### src/rtl/serial_subtractor_pkg.sv
// Shared definitions for the bit-serial subtractor: FSM encoding and
// bit-counter sizing.
package serial_subtractor_pkg;

    typedef enum logic [1:0] {
        IDLE = 2'd0,
        RUN  = 2'd1,
        DONE = 2'd2
    } state_t;

    // Counter only has to reach WIDTH-1, so $clog2(WIDTH) bits suffice.
    function automatic int cnt_width(input int width);
        return $clog2(width);
    endfunction

endpackage

### src/rtl/serial_subtractor_full_subtractor.sv
// Single-bit full subtractor: diff = a - b - borrow_in, with borrow out.
module full_subtractor (
    input  logic a,
    input  logic b,
    input  logic borrow_in,
    output logic diff,
    output logic borrow_out
);

    assign diff       = a ^ b ^ borrow_in;
    assign borrow_out = (~a & b) | (~(a ^ b) & borrow_in);

endmodule

### src/rtl/serial_subtractor.sv
// Bit-serial two's-complement subtractor, LSB first, one bit per clock,
// with a start/busy/done handshake and registered results.
module serial_subtractor
    import serial_subtractor_pkg::*;
#(
    parameter int WIDTH = 8
) (
    input  logic             clk,
    input  logic             rst,
    input  logic             start,
    input  logic [WIDTH-1:0] a,
    input  logic [WIDTH-1:0] b,
    input  logic             borrow_in,
    output logic             busy,
    output logic             done,
    output logic [WIDTH-1:0] diff,
    output logic             borrow_out,
    output logic             overflow
);

    localparam int CW = cnt_width(WIDTH);
    localparam logic [CW-1:0] CNT_LAST     = CW'(WIDTH - 1);
    localparam logic [CW-1:0] CNT_PRE_LAST = CW'(WIDTH - 2);

    state_t           state;
    logic [CW-1:0]    cnt;
    logic [WIDTH-1:0] a_sr;
    logic [WIDTH-1:0] b_sr;
    logic [WIDTH-1:0] res_sr;
    logic             bff;
    logic             borrow_msb_in;
    logic             d_bit;
    logic             b_next;
    logic [WIDTH-1:0] res_next;

    full_subtractor u_cell (
        .a          (a_sr[0]),
        .b          (b_sr[0]),
        .borrow_in  (bff),
        .diff       (d_bit),
        .borrow_out (b_next)
    );

    assign res_next = {d_bit, res_sr[WIDTH-1:1]};

    always_ff @(posedge clk) begin
        if (rst) begin
            state         <= IDLE;
            busy          <= 1'b0;
            done          <= 1'b0;
            diff          <= '0;
            borrow_out    <= 1'b0;
            overflow      <= 1'b0;
            cnt           <= '0;
            bff           <= 1'b0;
            borrow_msb_in <= 1'b0;
            a_sr          <= '0;
            b_sr          <= '0;
            res_sr        <= '0;
        end else begin
            done <= 1'b0;
            case (state)
                IDLE: begin
                    if (start) begin
                        a_sr  <= a;
                        b_sr  <= b;
                        bff   <= borrow_in;
                        cnt   <= '0;
                        busy  <= 1'b1;
                        state <= RUN;
                    end
                end
                RUN: begin
                    a_sr   <= a_sr >> 1;
                    b_sr   <= b_sr >> 1;
                    res_sr <= res_next;
                    bff    <= b_next;
                    // Borrow leaving bit WIDTH-2 is the borrow entering the MSB.
                    if (cnt == CNT_PRE_LAST) begin
                        borrow_msb_in <= b_next;
                    end
                    if (cnt == CNT_LAST) begin
                        // Results land together with the done pulse.
                        diff       <= res_next;
                        borrow_out <= b_next;
                        overflow   <= borrow_msb_in ^ b_next;
                        done       <= 1'b1;
                        state      <= DONE;
                    end else begin
                        cnt <= cnt + 1'b1;
                    end
                end
                DONE: begin
                    busy  <= 1'b0;
                    state <= IDLE;
                end
                default: begin
                    busy  <= 1'b0;
                    state <= IDLE;
                end
            endcase
        end
    end

endmodule

### config.mk
export PLATFORM = sky130hd
export DESIGN_NAME = serial_subtractor
export DESIGN_NICKNAME = d
export VERILOG_FILES = /design/src/rtl/serial_subtractor_pkg.sv /design/src/rtl/serial_subtractor_full_subtractor.sv /design/src/rtl/serial_subtractor.sv
export SDC_FILE = /design/constraint.sdc
export NUM_CORES = 1
export LEC_CHECK = 0
export CAP_MARGIN = 20
export CORE_MARGIN = 2
export CORE_UTILIZATION = 55
export DETAILED_ROUTE_END_ITERATION = 7
export PLACE_DENSITY = 0.87
export SETUP_SLACK_MARGIN = 0.05
export SLEW_MARGIN = 0
export SYNTH_ARGS = -nofsm -noshare
export SYNTH_HDL_FRONTEND = slang
export SYNTH_SLANG_ARGS = --single-unit
### constraint.sdc
create_clock -name clk -period 2.9 [get_ports clk]
set_input_delay 0.58 -clock clk [delete_from_list [all_inputs] [get_ports clk]]
set_output_delay 0.58 -clock clk [all_outputs]
set_load 0.01 [all_outputs]
==> impl_summary.log, run 1 <==
INFO  metric fin_skew = between 0.008 and 0.009 ns
INFO  metric synthesis.instances = 196
INFO  metric detail_route.first_pass.iterations = 4
INFO  metric static_leakage_power = 0.782 nW
INFO  metric drt-wirelength-per-cell = 11.4 um
INFO  metric row_count = 20
INFO  metric mappedNetlistNets = 220
INFO  metric synth_edf_count = 0
INFO  metric min_period_over_period = between 60% and 70%
INFO  metric final.setup.tns = 0 ns
INFO  metric start_kind = flip-flop
INFO  metric areaGrowthSynthToFinish = 19.9%
INFO  metric synthFlopType = sky130_fd_sc_hd__dfxtp_1
INFO  metric post_synth_main_area_contributors = sky130_fd_sc_hd__dfxtp_1 (47%), sky130_fd_sc_hd__mux2i_1 (7.8%), sky130_fd_sc_hd__nand2_1 (7.5%), sky130_fd_sc_hd__a21oi_1 (5.9%), sky130_fd_sc_hd__a211oi_1 (4.6%)
INFO  metric via_per_inst = just over 5
INFO  metric globalRouteMet1Util = between 20% and 30%
INFO  metric grt_pass1_vias = between 1k and 1.5k
INFO  metric placement.cell_area = 2070 um^2
INFO  metric rsz0062_at_grt = no
INFO  metric grt_max_degree = 43
INFO  metric vdd.ir_drop.worst = about 0.00036 V
INFO  metric timing.critical_path.required = 2.32 ns
INFO  metric die-height = between 60 and 70 um
INFO  metric worstSetupEndpointType = output port
INFO  metric critPathArrivalTime = ~1.3 ns
INFO  metric cts_max_path_buffers = 2
INFO  metric worst_margin_slew = 0.578 ns
INFO  metric cts_sinks = 42
INFO  metric antenna_violations_before_repair = 0
INFO  metric post_synth.cell_area_avg = between 9 and 10 um^2
INFO  metric postSynth.asyncResetShare = 0%
INFO  metric synth.yosys.seq_area_share = a little under half
INFO  metric drive_above_1_share = under 10%
INFO  metric synthesis.area = about 1800 um^2
INFO  metric most_common_cell_after_layout_fill_and_taps_aside = sky130_fd_sc_hd__dfxtp_1
INFO  metric cts.repair_timing.setup_buffer_count = 0
INFO  metric yosysTopAreaCell = sky130_fd_sc_hd__dfxtp_1
INFO  metric grt_util_met3 = a little over 7%
INFO  metric dr_total_vias = around 1.4k
INFO  metric final-setup-viol-count = 0
INFO  metric drv_slew = 0
INFO  metric num_io_pins = 32
INFO  metric clk_pin_slew_worst_paths = 0.13 ns
INFO  metric grt_first_pass_wirelength = 5.27 mm
INFO  metric gp_congestion = approximately 0.81
INFO  metric critical_path_class = flip-flop to output port
INFO  metric cts_htree_levels = 2
INFO  metric critPathMaxStageDelay = approximately 0.54 ns
INFO  metric final_cell_mix = sky130_fd_sc_hd__dfxtp_1 (42), sky130_fd_sc_hd__nand2_1 (36), sky130_fd_sc_hd__clkdlybuf4s50_1 (31), sky130_fd_sc_hd__a21oi_1 (21), sky130_fd_sc_hd__nor2_1 (19)
INFO  metric placement.io_buffers = 31
INFO  metric grt_use_met2 = between 20 and 30%
INFO  metric initial_core_utilization = 58.3%
INFO  metric post_cts_resize_count = 0
INFO  metric finalHoldViolations = 0
INFO  metric num-fill-cells = between 200 and 300
INFO  metric timing.slew.headroom = around 60%
INFO  metric grt-ovfl-total = 0
INFO  metric core_area = roughly 3100 um^2
INFO  metric post-route-drc-count = 0
INFO  metric post_layout_utilization_of_the_core = a little over two thirds
INFO  metric synth_top_area_share = 46.8%
INFO  metric routed_wirelength = 3.05 mm
INFO  metric tmin_final = around 1.8 ns
INFO  metric cts.hold.buffers_added = 0
INFO  metric cp.buffers_inverters = 1
INFO  metric yosysWarnings = 0
INFO  metric cts_root_buffer = sky130_fd_sc_hd__clkbuf_4
INFO  metric die_width = 61.1 um
INFO  metric top_usage_layer = met2
INFO  metric cp_top_family = buffers and inverters
INFO  metric max_cap_viol_count = 0
INFO  metric cts_bufs_inserted = 5
INFO  metric grt_use_total = a little under a fifth
INFO  metric tritoncts = done
INFO  metric crit_slowest_cell = sky130_fd_sc_hd__clkdlybuf4s50_1
INFO  metric status = finished, final reports clean
INFO  metric final_design_area_no_fill = between 2000 and 2500 um^2
INFO  metric min_path_type = flip-flop to flip-flop
INFO  metric half_perimeter_wire_length_after_placement = 2.00 mm
INFO  metric die_area = 3740 um^2
INFO  metric yosys.cell_types.count = 30
INFO  metric worstSkewPairLatency = ~0.35 ns
INFO  metric initialDrtViolationCount = 50
INFO  metric sequence_of_cells_on_the_critical_path = clkdlybuf4s50_1
INFO  metric final_net_count = ~250
INFO  metric crit_path_max_fanout = 2
INFO  metric ys_ff_latch = 42
INFO  metric antenna-diode-count = 0
INFO  metric power_per_cell_area = just over 500 nW/um^2
INFO  metric drt.antenna.violating_nets = 0
INFO  metric fmax = 0.544 GHz
==> worst paths after layout <==
path / to / slack, ns / cells after the start / start
min reg2reg: diff[0] / 0.46 / 2 / diff[0]
max: borrow_out / 1.06 / 1 / borrow_out
min: diff[0] / 0.46 / 2 / diff[0]
max reg2reg: borrow_msb_in / 1.23 / 3 / state[0]
==> per-layer routing <==
metal  routed length [um]  up-vias
met5                    0        -
met4                   36        0
met3                  132        4
met2                 1390       25
met1                 1500      620
li1                     -      728
==> sequential cells by signal, summed over array words and instances (netlist names) <==
register and flops:
a_sr 8, b_sr 8, diff 8, res_sr 7, cnt 3, state 2
bff 1, borrow_msb_in 1, borrow_out 1, busy 1, done 1, overflow 1
==> synthesized netlist by cell type (all sizes together) (3+ instances only) <==
cell / n
a21oi: 21
a31oi: 4
mux2i: 14
inv: 4
nor2: 19
clkbuf: 5
dfxtp: 42
nand2: 36
buf: 10
nand3: 3
a211oi: 17
ha: 3
==> logic make-up (layout without fill, tap and decap cells) <==
kind of cell             after synthesis  after routing  synth area share, %
flip-flops                            42             42                 46.8
buffers and inverters                 19             46                 6.90
XOR/XNOR                               1              1                0.488
AO/OA/AOI/OAI                         46             46                 17.6
AND/OR/NAND/NOR                       70             70                 17.2
adder cells (fa/ha/maj)                4              4                 3.21
multiplexers                          14             14                 7.80
==> stage by stage <==
step           setup slack (ns)  instances  hold WS, ns  power [W]
2_1_floorplan              1.54        196        0.432   0.000727
3_3_place_gp              0.942        259        0.441   0.000759
3_5_place_dp              0.907        259        0.447   0.000763
4_1_cts                    1.06        267        0.465    0.00112
5_1_grt                    1.01        267        0.488    0.00117
6_report                   1.06        267        0.461    0.00112
==> cell type report <==
cell class,count,area (um^2),area share [%]
flip-flops and latches,42,841,39.1
repair buffers,34,333,15.5
clock inverters,3,40.0,1.86
well taps,44,55.1,2.56
clock buffers,5,37.5,1.74
multi-input cells,135,831,38.6
inverters,4,15.0,0.698
==> power breakdown <==
| group | leakage (nW) | internal, W | switching (W) |
|---|---|---|---|
| clock network | 0.0450 | 0.000179 | 0.000189 |
| logic | 0.394 | 0.0000663 | 0.0000634 |
| registers | 0.343 | 0.000603 | 0.0000176 |
(Power assumes the default switching activity.)
==> run 2: changes to the inputs <==
- CORE_UTILIZATION: 55 -> 51
- PLACE_DENSITY: 0.87 -> 0.82
- clock period: 2.9 -> 1.7 ns (I/O delays scaled with it)
==> run 2 against run 1 <==
Via count grew 1.8%. Design area grew 4.5%. Critical path depth is the same. First-iteration DRC count grew 16%. Critical endpoint is now diff[0]. Highest routed layer unchanged. Flip-flop and latch count is the same. Largest cell class unchanged. Hold slack lost 0.0011 ns. Power grew 74%. Count of clock-buffer cells in the layout grew 1. Setup slack lost 0.93 ns.
==> impl_summary.log, run 2 (same netlist as run 1, synthesis figures left out) <==
INFO  metric initialDrtViolationCount = 58 (was 50)
INFO  metric tritoncts = done (unchanged)
INFO  metric final.setup.tns = 0 ns (unchanged)
INFO  metric static_leakage_power = 0.920 nW (was 0.782 nW)
INFO  metric cts_sinks = 42 (unchanged)
INFO  metric die_area = 4010 um^2 (was 3740 um^2)
INFO  metric detail_route.first_pass.iterations = 4 (unchanged)
INFO  metric drt.antenna.violating_nets = 0 (unchanged)
INFO  metric power_per_cell_area = 865 nW/um^2 (was 519 nW/um^2)
INFO  metric vdd.ir_drop.worst = 0.000473 V (was 0.000361 V)
INFO  metric worstSkewPairLatency = 0.35 ns (about the same)
INFO  metric final-setup-viol-count = 0 (unchanged)
INFO  metric critPathMaxStageDelay = 0.53 ns (was 0.54 ns)
INFO  metric antenna-diode-count = 0 (unchanged)
INFO  metric worst_margin_slew = 0.456 ns (was 0.578 ns)
INFO  metric min_path_type = flip-flop to flip-flop (unchanged)
INFO  metric min_period_over_period = just over 90%
INFO  metric half_perimeter_wire_length_after_placement = 2.19 mm (was 2.00 mm)
INFO  metric drt-wirelength-per-cell = 11.5 um (was 11.4 um)
INFO  metric instances_no_fill = 275 (was 267)
INFO  metric routed_wirelength = 3.17 mm (was 3.05 mm)
INFO  metric min_path_cells = 2 (unchanged)
INFO  metric p_total = 0.00195 W (was 0.00112 W)
INFO  metric worstRegToRegCells = 6 (was 3)
INFO  metric timing.rr.start = cnt[1] (was state[0])
INFO  metric critPathArrivalTime = 1.23 ns (was 1.26 ns)
INFO  metric clk_pin_slew_worst_paths = 0.12 ns (was 0.13 ns)
INFO  metric startpoint = diff[0] (was borrow_out)
INFO  metric grt_use_total = 18.6% (was 19.1%)
INFO  metric dr_total_vias = 1402 (was 1377)
INFO  metric dp_cells = 267 (was 259)
INFO  metric drv_slew = 0 (unchanged)
INFO  metric biggestRegsByFlops = a_sr x8, b_sr x8, diff x8 (unchanged)
INFO  metric cts_root_buffer = sky130_fd_sc_hd__clkbuf_4 (unchanged)
INFO  metric final_net_count = 253 (was 246)
INFO  metric drive_above_1_share = 10.5% (was 8.07%)
INFO  metric max_cap_viol_count = 0 (unchanged)
INFO  metric rsz0062_at_grt = no (unchanged)
INFO  metric worstSetupEndpointType = output port (unchanged)
INFO  metric start_kind = flip-flop (unchanged)
INFO  metric antenna_violations_before_repair = 0 (unchanged)
INFO  metric status = finished, final reports clean (unchanged)
INFO  metric tmin_final = around 1.6 ns
INFO  metric cp.buffers_inverters = 1 (unchanged)
INFO  metric most_common_cell_after_layout_fill_and_taps_aside = sky130_fd_sc_hd__dfxtp_1 (unchanged)
INFO  metric cp_num_cells = 1 (unchanged)
INFO  metric placement.io_buffers = 31 (unchanged)
INFO  metric die_width = 63.3 um (was 61.1 um)
INFO  metric min-delay-start = diff[1] (was diff[0])
INFO  metric gp_congestion = 0.717 (was 0.812)
INFO  metric initial_core_utilization = 53.4% (was 58.3%)
INFO  metric finalHoldViolations = 0 (unchanged)
INFO  metric cts_htree_levels = 2 (unchanged)
INFO  metric die-height = 63.3 um (was 61.1 um)
INFO  metric grt_pass1_vias = 1359 (was 1203)
INFO  metric cts.hold.buffers_added = 0 (unchanged)
INFO  metric row_count = 21 (was 20)
INFO  metric grt_first_pass_wirelength = 5.86 mm (was 5.27 mm)
INFO  metric crit_path_max_fanout = 2 (unchanged)
INFO  metric cp_top_family = buffers and inverters (unchanged)
INFO  metric grt-ovfl-total = 0 (unchanged)
INFO  metric grt_max_degree = 43 (unchanged)
INFO  metric via_per_inst = 5.10 (was 5.16)
INFO  metric sequence_of_cells_on_the_critical_path = clkdlybuf4s50_1 (unchanged)
INFO  metric crit_slowest_cell = sky130_fd_sc_hd__clkdlybuf4s50_1 (unchanged)
INFO  metric num_io_pins = 32 (unchanged)
INFO  metric fmax = ~0.64 GHz
INFO  metric timing.slew.headroom = 69.6% (was 61.4%)
INFO  metric areaGrowthSynthToFinish = 25.2% (was 19.9%)
INFO  metric cts_max_path_buffers = 2 (unchanged)
INFO  metric final_cell_mix = sky130_fd_sc_hd__dfxtp_1 (42), sky130_fd_sc_hd__nand2_1 (36), sky130_fd_sc_hd__clkdlybuf4s50_1 (26), sky130_fd_sc_hd__a21oi_1 (21), sky130_fd_sc_hd__nor2_1 (19) (was sky130_fd_sc_hd__dfxtp_1 (42), sky130_fd_sc_hd__nand2_1 (36), sky130_fd_sc_hd__clkdlybuf4s50_1 (31), sky130_fd_sc_hd__a21oi_1 (21), sky130_fd_sc_hd__nor2_1 (19))
INFO  metric timing.critical_path.required = 1.36 ns (was 2.32 ns)
INFO  metric post-route-drc-count = 0 (unchanged)
INFO  metric core_area = 3360 um^2 (was 3080 um^2)
INFO  metric fin_skew = 0.00804 ns (was 0.00849 ns)
INFO  metric cts_bufs_inserted = 5 (unchanged)
INFO  metric critical_path_class = flip-flop to output port (unchanged)
[run 2: cell count changes in the layout (fill, tap and decap cells not counted)]
| cell | before | now |
|---|---|---|
| sky130_fd_sc_hd__clkinv_2 | 2 | 0 |
| sky130_fd_sc_hd__clkbuf_8 | 0 | 1 |
| sky130_fd_sc_hd__dlymetal6s2s_1 | 0 | 5 |
| sky130_fd_sc_hd__buf_4 | 3 | 8 |
| sky130_fd_sc_hd__clkdlybuf4s50_1 | 31 | 26 |
| sky130_fd_sc_hd__buf_12 | 0 | 2 |
[run 2: what timing repair did]
action	in CTS	in global routing
resized for setup	0	5
setup endpoints to repair	0	14
buffers inserted	0	1
[run 2: routing by layer]
metal,vias up,GRT usage (%),share of wire (%)
met5,-,0,0
met4,0,8.70,1.8
met3,7,6.07,4.3
met2,26,30.4,48
met1,630,22.0,46
li1,739,-,-
[run 2: path summary, 6_finish.rpt]
check              to  slack, ns
max           diff[0]       0.13
min           diff[1]       0.46
max reg2reg  overflow       0.19
min reg2reg   diff[1]       0.46
[run 2: through the flow]
step | util, % | setup slack [ns] | hold slack [ns] | area, um^2
finish | 66.9 | 0.129 | 0.459 | 2250
detailed placement | 63.8 | 0.0635 | 0.447 | 2150
CTS | 66.3 | 0.0834 | 0.464 | 2230
floorplan | - | 0.338 | 0.432 | 1800
global route | 66.9 | 0.0536 | 0.482 | 2250
global placement | 63.8 | 0.0754 | 0.439 | 2150
[run 2: layout make-up]
class / count / area (um^2)
Tap cell: 46 / 57.6
Sequential cell: 42 / 841
Fill cell: 302 / 1110
Multi-Input combinational cell: 135 / 831
Clock inverter: 1 / 30.0
Clock buffer: 6 / 51.3
Timing Repair Buffer: 41 / 423
Inverter: 4 / 15.0
[run 2: report_power, final]
part	internal [W]	switching (W)	total, W
registers	0.00103	0.0000287	0.00106
logic	0.000128	0.000111	0.000239
clock network	0.000342	0.000307	0.000650
total	0.00150	0.000447	0.00195
==> run 3: changes to the inputs <==
- CTS_CLUSTER_DIAMETER: default -> 120
- RECOVER_POWER: default -> 50
==> run 3 against run 2 <==
Clock power about the same. Flip-flop and latch count stayed put. Register-to-register slack is essentially flat. Clock skew fell by 0.00080 ns. Critical path depth unchanged. Hold slack improved by 0.0024 ns. Setup slack gained 0.00060 ns.
==> impl_summary.log, run 3 (same netlist as run 1, synthesis figures left out) <==
INFO  metric max_cap_viol_count = 0 (unchanged)
INFO  metric globalRouteMet1Util = 22.0% (unchanged)
INFO  metric startpoint = diff[0] (unchanged)
INFO  metric final.setup.tns = 0 ns (unchanged)
INFO  metric cts_root_buffer = sky130_fd_sc_hd__clkbuf_4 (unchanged)
INFO  metric worstSkewPairLatency = 0.35 ns (about the same)
INFO  metric via_per_inst = 5.11 (was 5.10)
INFO  metric placement.io_buffers = 31 (unchanged)
INFO  metric drive_above_1_share = 10.0% (was 10.5%)
INFO  metric cts_sinks = 42 (unchanged)
INFO  metric min_path_type = flip-flop to flip-flop (unchanged)
INFO  metric most_common_cell_after_layout_fill_and_taps_aside = sky130_fd_sc_hd__dfxtp_1 (unchanged)
INFO  metric cts_max_path_buffers = 2 (unchanged)
INFO  metric antenna_violations_before_repair = 0 (unchanged)
INFO  metric drt-wirelength-per-cell = 11.5 um (about the same)
INFO  metric cp.buffers_inverters = 1 (unchanged)
INFO  metric sequence_of_cells_on_the_critical_path = clkdlybuf4s50_1 (unchanged)
INFO  metric intPower = 0.00150 W (about the same)
INFO  metric reg2reg_setup_slack = 0.18 ns (was 0.19 ns)
INFO  metric grt_pass1_vias = 1359 (unchanged)
INFO  metric worstSetupEndpointType = output port (unchanged)
INFO  metric cts.hold.buffers_added = 0 (unchanged)
INFO  metric num-fill-cells = 308 (was 302)
INFO  metric detail_route.first_pass.iterations = 4 (unchanged)
INFO  metric net-switching-power = 0.000447 W (about the same)
INFO  metric post-route-drc-count = 0 (unchanged)
INFO  metric areaGrowthSynthToFinish = 24.2% (was 25.2%)
INFO  metric biggestRegsByFlops = a_sr x8, b_sr x8, diff x8 (unchanged)
INFO  metric timing.rr.start = state[0] (was cnt[1])
INFO  metric final_design_area_no_fill = 2230 um^2 (was 2250 um^2)
INFO  metric worstRegToRegCells = 4 (was 6)
INFO  metric power_frac_seq = 54.4% (was 54.3%)
INFO  metric critPathCapture = diff[0] (unchanged)
INFO  metric cp_num_cells = 1 (unchanged)
INFO  metric multi_input_comb_area = 831 um^2 (unchanged)
INFO  metric gp_congestion = 0.717 (unchanged)
INFO  metric pwr-share-comb = 12.2% (was 12.3%)
INFO  metric status = finished, final reports clean (unchanged)
INFO  metric die_width = 63.3 um (unchanged)
INFO  metric grt-ovfl-total = 0 (unchanged)
INFO  metric tritoncts = done (unchanged)
INFO  metric drv_slew = 0 (unchanged)
INFO  metric cts_bufs_inserted = 5 (unchanged)
INFO  metric timing.critical_path.required = 1.36 ns (about the same)
INFO  metric final_net_count = 253 (unchanged)
INFO  metric timing.slew.headroom = 69.6% (about the same)
INFO  metric initial_core_utilization = 53.4% (unchanged)
INFO  metric die-height = 63.3 um (unchanged)
INFO  metric vdd.ir_drop.worst = 0.000473 V (about the same)
INFO  metric crit_slowest_cell = sky130_fd_sc_hd__clkdlybuf4s50_1 (unchanged)
INFO  metric dp_cells = 267 (unchanged)
INFO  metric crit_path_max_fanout = 2 (unchanged)
INFO  metric start_kind = flip-flop (unchanged)
INFO  metric critPathArrivalTime = 1.23 ns (about the same)
INFO  metric grt_use_met2 = 30.4% (unchanged)
INFO  metric static_leakage_power = 0.819 nW (was 0.920 nW)
INFO  metric seqCellArea = 841 um^2 (unchanged)
INFO  metric half_perimeter_wire_length_after_placement = 2.19 mm (unchanged)
INFO  metric power_per_cell_area = 872 nW/um^2 (was 865 nW/um^2)
INFO  metric critical_path_class = flip-flop to output port (unchanged)
INFO  metric row_count = 21 (unchanged)
INFO  metric clk_pin_slew_worst_paths = 0.12 ns (about the same)
INFO  metric top_usage_layer = met2 (unchanged)
INFO  metric placement.cell_area = 2150 um^2 (unchanged)
INFO  metric finalHoldViolations = 0 (unchanged)
INFO  metric drt.antenna.violating_nets = 0 (unchanged)
INFO  metric antenna-diode-count = 0 (unchanged)
INFO  metric final-setup-viol-count = 0 (unchanged)
INFO  metric min_period_over_period = 92.3% (was 92.4%)
INFO  metric fin_skew = 0.00724 ns (was 0.00804 ns)
INFO  metric dr_total_vias = 1405 (was 1402)
INFO  metric cts_htree_levels = 2 (unchanged)
INFO  metric grt_first_pass_wirelength = 5.86 mm (unchanged)
INFO  metric sw_frac_of_total = 23.0% (about the same)
INFO  metric cp_top_family = buffers and inverters (unchanged)
INFO  metric initialDrtViolationCount = 48 (was 58)
INFO  metric core_area = 3360 um^2 (unchanged)
INFO  metric worst_margin_slew = 0.455 ns (was 0.456 ns)
INFO  metric fmax = 0.637 GHz (about the same)
INFO  metric num_io_pins = 32 (unchanged)
INFO  metric crit-reg2reg-capture = borrow_msb_in (was overflow)
INFO  metric routed_wirelength = 3.16 mm (was 3.17 mm)
INFO  metric instances_no_fill = 275 (unchanged)
INFO  metric grt_util_met3 = 6.07% (unchanged)
INFO  metric pwr-share-clk = 33.4% (about the same)
INFO  metric hold_slack = 0.462 ns (was 0.459 ns)
INFO  metric grt_use_total = 18.6% (unchanged)
INFO  metric final_cell_mix = sky130_fd_sc_hd__dfxtp_1 (42), sky130_fd_sc_hd__nand2_1 (36), sky130_fd_sc_hd__clkdlybuf4s50_1 (26), sky130_fd_sc_hd__a21oi_1 (21), sky130_fd_sc_hd__nor2_1 (19) (unchanged)
INFO  metric die_area = 4010 um^2 (unchanged)
INFO  metric critPathMaxStageDelay = 0.53 ns (about the same)
INFO  metric rsz0062_at_grt = no (unchanged)
INFO  metric grt_max_degree = 43 (unchanged)
INFO  metric tmin_final = 1.57 ns (about the same)
## run 3: cell count changes in the layout (fill, tap and decap cells not counted), sizes merged
cell	delta
buf	-2
clkbuf	+2
clkdlybuf4s25	+5
dlymetal6s2s	-5
## run 3: metrics by stage
| stage | setup WS [ns] | utilization [%] | power [W] |
|---|---|---|---|
| 2_1_floorplan | 0.338 | - | 0.00124 |
| 3_3_place_gp | 0.0754 | 63.8 | 0.00131 |
| 3_5_place_dp | 0.0635 | 63.8 | 0.00132 |
| 4_1_cts | 0.0834 | 66.3 | 0.00196 |
| 5_1_grt | 0.0536 | 66.3 | 0.00204 |
| 6_report | 0.130 | 66.3 | 0.00194 |
## run 3: cell type report
cell class | count | area share [%]
tap | 46 | 2.58
clock buffer | 6 | 2.30
multi-input combinational | 135 | 37.3
inverter | 4 | 0.673
sequential | 42 | 37.7
clock inverter | 1 | 1.35
timing repair buffer | 41 | 18.1
## run 3: worst min path at each step
stage | startpoint | endpoint | slack (ns) | depth (start not counted)
3_3_place_gp | res_sr[1] | diff[0] | 0.44 | 2
6_report | diff[1] | diff[1] | 0.46 | 2
3_5_place_dp | res_sr[1] | res_sr[1] | 0.45 | 2
4_1_cts | res_sr[1] | res_sr[1] | 0.46 | 2
2_1_floorplan | res_sr[1] | diff[0] | 0.43 | 2
5_1_grt | diff[6] | diff[6] | 0.48 | 2
## run 3: power groups by stage
stage | registers, W | logic [W] | clock network, W
final | 0.00106 | 0.000238 | 0.000649
after global routing | 0.00106 | 0.000266 | 0.000709
after detailed placement | 0.00108 | 0.000241 | 0
after global placement | 0.00108 | 0.000237 | 0
after floorplan | 0.00107 | 0.000170 | 0
after CTS | 0.00106 | 0.000242 | 0.000664
## run 3: layer usage
layer  part of all wire, %  wire length (um)  up-vias
met5                     0                 0        -
met4                   1.8                58        0
met3                   3.9               124        7
met2                    48              1530       24
met1                    46              1450      632
li1                      -                 -      742
## run 3: repair_timing
action                                  4_1_cts  5_1_grt
endpoints found under the hold margin         0        0
endpoints found under the setup margin        0       14
gates resized for setup                       0        5
buffers inserted                              0        1
